--- config.mk ---
export PLATFORM = sky130hd
export DESIGN_NAME = streaming_argmax
export DESIGN_NICKNAME = d
export VERILOG_FILES = /design/src/rtl/argmax_pkg.sv /design/src/rtl/argmax_compare.sv /design/src/rtl/streaming_argmax.sv
export SDC_FILE = /design/constraint.sdc
export NUM_CORES = 1
export LEC_CHECK = 0
export ABC_AREA = 1
export CAP_MARGIN = 20
export CORE_MARGIN = 10
export CORE_UTILIZATION = 49
export CTS_CLUSTER_DIAMETER = 80
export DETAILED_ROUTE_END_ITERATION = 6
export PLACE_DENSITY = 0.83
export SKIP_CTS_REPAIR_TIMING = 1
export SLEW_MARGIN = 20
export SYNTH_ARGS = -nofsm -noshare
export SYNTH_HDL_FRONTEND = slang
export SYNTH_HIERARCHICAL = 1
export SYNTH_SLANG_ARGS = --single-unit
--- constraint.sdc ---
create_clock -name clk -period 1.75 [get_ports clk]
set_input_delay 0.175 -clock clk [delete_from_list [all_inputs] [get_ports clk]]
set_output_delay 0.175 -clock clk [all_outputs]
set_load 0.1 [all_outputs]
--- src/rtl/argmax_pkg.sv ---
// Shared types and helpers for the streaming argmax block: FSM states,
// index sizing and the score comparison rule.
package argmax_pkg;

    // Scores are extended to this width before comparing; DATA_WIDTH must not exceed it.
    localparam int unsigned MAX_WIDTH = 64;

    typedef enum logic {
        IDLE  = 1'b0,
        ACCUM = 1'b1
    } state_t;

    function automatic int unsigned index_width(input int unsigned n);
        int unsigned w;
        w = $clog2(n);
        return (w < 1) ? 1 : w;
    endfunction

    // True when candidate a should replace the current best b.
    function automatic logic greater(
        input logic [MAX_WIDTH-1:0] a,
        input logic [MAX_WIDTH-1:0] b,
        input logic                 signed_mode,
        input logic                 tie_last
    );
        logic gt;
        gt = signed_mode ? ($signed(a) > $signed(b)) : (a > b);
        return gt || (tie_last && (a == b));
    endfunction

endpackage

--- src/rtl/argmax_compare.sv ---
// Combinational winner select between the running best and a candidate score.
module argmax_compare
    import argmax_pkg::*;
#(
    parameter int DATA_WIDTH  = 32,
    parameter int INDEX_WIDTH = 4,
    parameter bit SIGNED_DATA = 1'b0,
    parameter bit TIE_LAST    = 1'b1
) (
    input  logic [DATA_WIDTH-1:0]  best_value,
    input  logic [INDEX_WIDTH-1:0] best_index,
    input  logic [DATA_WIDTH-1:0]  cand_value,
    input  logic [INDEX_WIDTH-1:0] cand_index,
    output logic [DATA_WIDTH-1:0]  win_value,
    output logic [INDEX_WIDTH-1:0] win_index
);

    logic [MAX_WIDTH-1:0] best_ext;
    logic [MAX_WIDTH-1:0] cand_ext;
    logic                 cand_wins;

    generate
        if (SIGNED_DATA) begin : g_sext
            assign best_ext = MAX_WIDTH'($signed(best_value));
            assign cand_ext = MAX_WIDTH'($signed(cand_value));
        end else begin : g_zext
            assign best_ext = MAX_WIDTH'(best_value);
            assign cand_ext = MAX_WIDTH'(cand_value);
        end
    endgenerate

    assign cand_wins = greater(cand_ext, best_ext, SIGNED_DATA, TIE_LAST);
    assign win_value = cand_wins ? cand_value : best_value;
    assign win_index = cand_wins ? cand_index : best_index;

endmodule

--- src/rtl/streaming_argmax.sv ---
// Streaming argmax over fixed-length score vectors with valid/ready on both
// sides and a single-entry result register.
module streaming_argmax
    import argmax_pkg::*;
#(
    parameter int DATA_WIDTH    = 32,
    parameter int VECTOR_LENGTH = 10,
    parameter int INDEX_WIDTH   = index_width(VECTOR_LENGTH),
    parameter bit SIGNED_DATA   = 1'b0,
    parameter bit TIE_LAST      = 1'b1
) (
    input  logic                   clk,
    input  logic                   rst_n,
    input  logic                   in_valid,
    output logic                   in_ready,
    input  logic [DATA_WIDTH-1:0]  in_value,
    input  logic                   in_last,
    output logic                   out_valid,
    input  logic                   out_ready,
    output logic [INDEX_WIDTH-1:0] out_index,
    output logic [DATA_WIDTH-1:0]  out_value,
    output logic                   out_error
);

    localparam logic [INDEX_WIDTH-1:0] LAST_SLOT = INDEX_WIDTH'(VECTOR_LENGTH - 1);

    state_t                 state;
    state_t                 next_state;
    logic [INDEX_WIDTH-1:0] count;
    logic [INDEX_WIDTH-1:0] best_index;
    logic [DATA_WIDTH-1:0]  best_value;
    logic [INDEX_WIDTH-1:0] win_index;
    logic [DATA_WIDTH-1:0]  win_value;
    logic [INDEX_WIDTH-1:0] next_index;
    logic [DATA_WIDTH-1:0]  next_value;
    logic                   accept;
    logic                   at_last_slot;
    logic                   vector_end;
    logic                   first_elem;

    assign in_ready     = !out_valid || out_ready;
    assign accept       = in_valid && in_ready;
    assign at_last_slot = (count == LAST_SLOT);
    assign vector_end   = accept && (at_last_slot || in_last);

    argmax_compare #(
        .DATA_WIDTH  (DATA_WIDTH),
        .INDEX_WIDTH (INDEX_WIDTH),
        .SIGNED_DATA (SIGNED_DATA),
        .TIE_LAST    (TIE_LAST)
    ) u_compare (
        .best_value (best_value),
        .best_index (best_index),
        .cand_value (in_value),
        .cand_index (count),
        .win_value  (win_value),
        .win_index  (win_index)
    );

    always_ff @(posedge clk or negedge rst_n) begin
        if (!rst_n) begin
            state <= IDLE;
        end else begin
            state <= next_state;
        end
    end

    always_comb begin
        next_state = state;
        case (state)
            IDLE:    if (accept && !vector_end) next_state = ACCUM;
            ACCUM:   if (vector_end)            next_state = IDLE;
            default: next_state = IDLE;
        endcase
    end

    always_comb begin
        first_elem = 1'b0;
        case (state)
            IDLE:    first_elem = 1'b1;
            default: first_elem = 1'b0;
        endcase
    end

    // The first element bypasses the compare: it seeds best or, alone, is the result.
    assign next_value = first_elem ? in_value : win_value;
    assign next_index = first_elem ? '0 : win_index;

    always_ff @(posedge clk or negedge rst_n) begin
        if (!rst_n) begin
            count      <= '0;
            best_value <= '0;
            best_index <= '0;
            out_valid  <= 1'b0;
            out_index  <= '0;
            out_value  <= '0;
            out_error  <= 1'b0;
        end else begin
            if (accept) begin
                if (vector_end) begin
                    count     <= '0;
                    out_index <= next_index;
                    out_value <= next_value;
                    out_error <= (in_last != at_last_slot);
                end else begin
                    count      <= count + INDEX_WIDTH'(1);
                    best_value <= next_value;
                    best_index <= next_index;
                end
            end
            if (vector_end) begin
                out_valid <= 1'b1;
            end else if (out_ready) begin
                out_valid <= 1'b0;
            end
        end
    end

endmodule

# Yosys cells after proc, flatten, opt, wreduce, memory -nomap -nowiden
# Cells that the tools add are included.
op_classes:
  n_addsub: 1
  magnitude_cmp: 1
  eq_ne: 3
  muxes: 10
  bitwise_logic: 2
  n_reduce_logical: 11
ops:
  columns: ["cell", "n"]
  rows:
  - ["$mux W32", 2]
  - ["$eq A32 B32 Y1", 1]
  - ["$gt A32 B32 Y1", 1]
  - ["$mux W4", 3]
  - ["$add A4 B1 Y4 const B", 1]
  - ["$eq A4 B4 Y1 const B", 1]
  - ["$mux W1", 4]
  - ["$reduce_and A2 Y1", 2]
  - ["$logic_and A1 B1 Y1", 3]
  - ["$logic_or A1 B1 Y1", 3]
  - ["$logic_not A1 Y1", 2]
  - ["$not A1 Y1", 2]
  - ["$pmux W1 S2", 1]
  - ["$reduce_bool A2 Y1", 1]
  - ["$ne A1 B1 Y1", 1]
word_totals:
  register_bits: 79
  output_inout_bits: 39
  elab_cells: 36

# Logic depth before layout (Yosys ltp)
logic_depth:
  word_depth: 8
  mapped_depth: 20

# Cells and area by module
# The synthesis kept the hierarchy.
by_module_without_submodules:
  columns: ["mod", "instances", "cells_per_inst", "area_per_inst_um2"]
  rows:
  - ["streaming_argmax", 1, 458, 3550.9]
  - ["argmax_compare", 1, 255, 1386.3]

# Worst setup path before layout
# No wires, ideal clock.
synth_path:
  kind: "register to register"
  startpoint: "register out_valid"
  endpoint: "register out_value[0]"
  setup_time_ns: 0.122
  t_arrival_ns: 1.995
  t_required_ns: 1.628
  setup_slack_ns: -0.367
  stages_incl_launch_ff: 8
  path_buffers: 2
  synth_period_minus_slack_ns: 2.117
  cell_sequence: "dfrtp_1 nand2_4 nand2_4 nor2_4 buf_6 buf_4 nand2_1 nand2_1"
synth_between:
  elab_chain_len: 5
synth_rtl:
  columns: ["element", "line", "source"]
  rows:
  - ["start, declared", "streaming_argmax.sv:18", "output logic out_valid,"]
  - ["start signal, assigned", "streaming_argmax.sv:94", "out_valid <= 1'b0;"]
  - ["start signal, assigned", "streaming_argmax.sv:112", "out_valid <= 1'b1;"]
  - ["start signal, assigned", "streaming_argmax.sv:114", "out_valid <= 1'b0;"]
  - ["$logic_not A1 Y1 *", "streaming_argmax.sv:41", "assign in_ready = !out_valid || out_ready;"]
  - ["$logic_or A1 B1 Y1 *", "streaming_argmax.sv:41", null]
  - ["named net in_ready", "streaming_argmax.sv:15", "output logic in_ready,"]
  - ["$logic_and A1 B1 Y1 *", "streaming_argmax.sv:42", "assign accept = in_valid && in_ready;"]
  - ["$logic_and A1 B1 Y1", "streaming_argmax.sv:44", "assign vector_end = accept && (at_last_slot || in_last);"]
  - ["$reduce_and A2 Y1 (no source line) *", null, null]
  - ["end signal, assigned", "streaming_argmax.sv:103", "out_value <= next_value;"]
  - ["end, declared", "streaming_argmax.sv:21", "output logic [DATA_WIDTH-1:0] out_value,"]
# The timed path passes the listed nets; every way through them passes the cells marked *.
# A chain may end at the register's enable or synchronous reset.

# Worst setup path after layout
layout_path:
  startpoint: "register best_value[25]"
  endpoint: "register best_value[3]"
layout_between:
  elab_chain_len: 4
  elab_cells_between_ends: 5
  cone_classes: "order compare (1); eq/ne (1); mux (2); reduce/logical (1)"
layout_rtl:
  columns: ["element", "line", "source"]
  rows:
  - ["start, declared", "streaming_argmax.sv:31", "logic [DATA_WIDTH-1:0] best_value;"]
  - ["start signal, assigned", "streaming_argmax.sv:107", "best_value <= next_value;"]
  - ["$gt A32 B32 Y1 or $eq A32 B32 Y1 (tied branches)", "argmax_pkg.sv:27, argmax_pkg.sv:28", null]
  - ["$logic_or A1 B1 Y1 *", "argmax_pkg.sv:28", "return gt || (tie_last && (a == b));"]
  - ["$mux W32 *", "argmax_compare.sv:33", "assign win_value = cand_wins ? cand_value : best_value;"]
  - ["named net win_value[3]", "streaming_argmax.sv:33", "logic [DATA_WIDTH-1:0] win_value;"]
  - ["$mux W32 *", "streaming_argmax.sv:86", "assign next_value = first_elem ? in_value : win_value;"]
# Marked as above.

==> results.sh <==
export IMPL_grt_max_degree=37
export IMPL_skew_ps=15.3
export IMPL_core_um2=9770
export IMPL_gp_congestion=0.867
export IMPL_grt_overflow_total=0
export IMPL_violations="negative setup slack"
export IMPL_wl_per_cell_um=15.8
export IMPL_cp_top_family="simple AND/OR/NAND/NOR gates"
export IMPL_die_area_um2=14500
export IMPL_dp_hpwl_mm=10.1
export IMPL_ys_warn_count=6
export IMPL_slew_viol_final=0
export IMPL_cts_max_level=3
export IMPL_max_stage_delay_ps=360
export IMPL_relSlewSlack=0.695
export IMPL_cp_max_fo=11
export IMPL_avgViaCountPerCell=5.26
export IMPL_die_h_um=120
export IMPL_clk_latency_ps=370
export IMPL_grt_pass1_vias=5126
export IMPL_wl_mm=15.6
export IMPL_num_vias=5188
export IMPL_status="complete, but fails checks"
export IMPL_fin_crit_sh=1.29
export IMPL_dr_pass1_iters=5
export IMPL_yosysMostFrequentCell="nand2_1"
export IMPL_power_density_nw_per_um2=1270
export IMPL_cp_arrival_ps=2550
export IMPL_synth_area_leaders="dfrtp_1 40%, nand2_1 33%, ha_1 8.9%"
export IMPL_finalNetCount=921
export IMPL_hold_viol_final=0
export IMPL_antenna_found_initial=0
export IMPL_hold_class="in2async"
export IMPL_drt_iter0_markers=333
export IMPL_synth_common_cells="430 x nand2_1, 79 x dfrtp_1, 51 x inv_1"
export IMPL_place_inst=962
export IMPL_finalNonFillerCells=987
export IMPL_finalCriticalPeriod_ps=2250
export IMPL_synth_top_area_frac=0.400
export IMPL_yosysTopAreaCell="dfrtp_1"
export IMPL_setup_worst_path_class="reg2reg"
export IMPL_ys_types=25
export IMPL_layout_drive_gt1_share=0.267
export IMPL_dpl_cell_area_um2=6220
export IMPL_area_delta_synth_final_pct=38.4
export IMPL_clk_path_buf_depth=2
export IMPL_slowest_stage="dfrtp_1"
export IMPL_worstMarginPinSlew_ps=457
export IMPL_cts_sinks=79
export IMPL_num_antenna_cells=0
export IMPL_syn_area_um2=4940
export IMPL_ir_drop_mv=0.769
export IMPL_path_clk_slew_ps=80
export IMPL_drc_errors=0
export IMPL_grt_util_all_layers=0.197
export IMPL_crit_required_ps=2050
export IMPL_cts_inserted_buffers=9
export IMPL_synth_top_flop_cell="dfrtp_1"
export IMPL_die_width_um=120
export IMPL_synthCells=713
export IMPL_cts_root_buf="clkbuf_8"
export IMPL_postRouteAntennaNets=0
export IMPL_rsz0062_at_grt="true"
export IMPL_hold_slack_ps=250
export IMPL_synthArstFlopShare=1.00
export IMPL_postSynthAreaPerCell_um2=6.92
export IMPL_synth_nets=785
export IMPL_ys_seq_elements=79
export IMPL_fin_ws_ps=-501
export IMPL_total_power_w=0.00867
export IMPL_grt_pass1_wl_mm=23.7
export IMPL_maxCapViolations=0
export IMPL_path_buf_inv=2
export IMPL_synth_edf_count=0
export IMPL_io_buffers=75
export IMPL_initial_core_util=0.505
export IMPL_final_area_um2=6830
export IMPL_startpoint_type="flop"
export IMPL_rows=36
export IMPL_fmax_mhz=444
export IMPL_cts_tree="done"
export IMPL_io_pins=76
export IMPL_p_leak_nw=3.84
export IMPL_ys_seq_area_frac=0.400
export IMPL_crit_top_cell="nand2_1"
export IMPL_end_kind="flop"
export IMPL_setup_viol=72
export IMPL_crit_chain="inv_1, ha_1, a21oi_1, o21ai_1, nand2_1, nand2_2, a21oi_4, buf_4, nand3_1, nand2_1, nand2_1, nand2_2, nand2_1, nand2_1"
==> final timing paths <==
kind                                       startpoint                         to  slack (ps)  cells past startpoint
hold / removal                                  rst_n  best_value[5]$_DFFE_PN0P_         250                      2
setup / recovery           best_value[25]$_DFFE_PN0P_  best_value[3]$_DFFE_PN0P_        -500                     14
max in group asynchronous                       rst_n  out_value[31]$_DFFE_PN0P_         830                      3
setup reg to reg           best_value[25]$_DFFE_PN0P_  best_value[3]$_DFFE_PN0P_        -500                     14
min in group clk            out_value[28]$_DFFE_PN0P_  out_value[28]$_DFFE_PN0P_         480                      2
hold reg to reg             out_value[28]$_DFFE_PN0P_  out_value[28]$_DFFE_PN0P_         480                      2
==> state kept, by name, summed over array words and instances (netlist names), named ones only <==
name / flops
best_index: 4
best_value: 32
count: 4
out_error: 1
out_index: 4
out_valid: 1
out_value: 32
==> per-stage QoR <==
step	worst slack (ps)	utilization	setup TNS (ps)
final	-501	0.699	-30890
after global routing	-627	0.699	-41210
after CTS	-497	0.655	-31750
after detailed placement	-714	0.636	-47490
after global placement	-679	0.636	-45510
after floorplan	-161	-	-9350
==> layer usage <==
metal / GRT usage / share of wire / up-vias
met1: 0.224 / 0.40 / 2440
met4: 0.0943 / 0.024 / 0
li1: - / - / 2460
met2: 0.348 / 0.50 / 243
met3: 0.0382 / 0.078 / 45
met5: 0 / 0 / -
==> area by class of cell <==
type / instances / area [um^2]
clock buffer: 11 / 151
clock inverter: 5 / 32.5
fill: 753 / 2940
inverter: 52 / 195
multi-input combinational: 551 / 2840
sequential: 79 / 1980
tap: 133 / 166
timing repair buffer: 156 / 1470
==> logic make-up after synthesis <==
family / count (synthesis) / synth area share
flip-flops: 79 / 0.400
AND/OR/NAND/NOR: 488 / 0.393
adder cells (fa/ha/maj): 35 / 0.0887
AO/OA/AOI/OAI: 27 / 0.0319
XOR/XNOR: 1 / 0.00177
buffers and inverters: 83 / 0.0839
==> report_power, final <==
part	total [W]	internal [W]	leakage, nW	switching (W)
clock network	0.00131	0.000588	0.0873	0.000724
registers	0.00249	0.00222	1.01	0.000269
logic	0.00487	0.00162	2.75	0.00325
==> worst register-to-register path, stage by stage, from the launching register on <==
cell	delay, ps
dfrtp_1	360
inv_1	50
ha_1	300
a21oi_1	160
o21ai_1	100
nand2_1	80
nand2_2	80
a21oi_4	270
buf_4	270
nand3_1	90
nand2_1	90
nand2_1	80
nand2_2	110
nand2_1	70
nand2_1	80
==> layout by cell type (no fill, tap or decap), drive strengths merged <==
| cell | count |
|---|---|
| nand2 | 434 |
| buf | 117 |
| dfrtp | 79 |
| inv | 52 |
| nand3 | 38 |
| clkdlybuf4s50 | 35 |
| ha | 35 |
| a21oi | 17 |
| clkbuf | 14 |
| nor2 | 10 |
| o21ai | 7 |
| nand4 | 4 |
| clkinvlp | 3 |
| clkinv | 2 |
| o21a | 2 |
| xnor2 | 1 |
| a21boi | 1 |
| dlygate4sd3 | 1 |
| nor3 | 1 |
| nor4 | 1 |
Note: power is estimated with default switching activity, not from simulation.
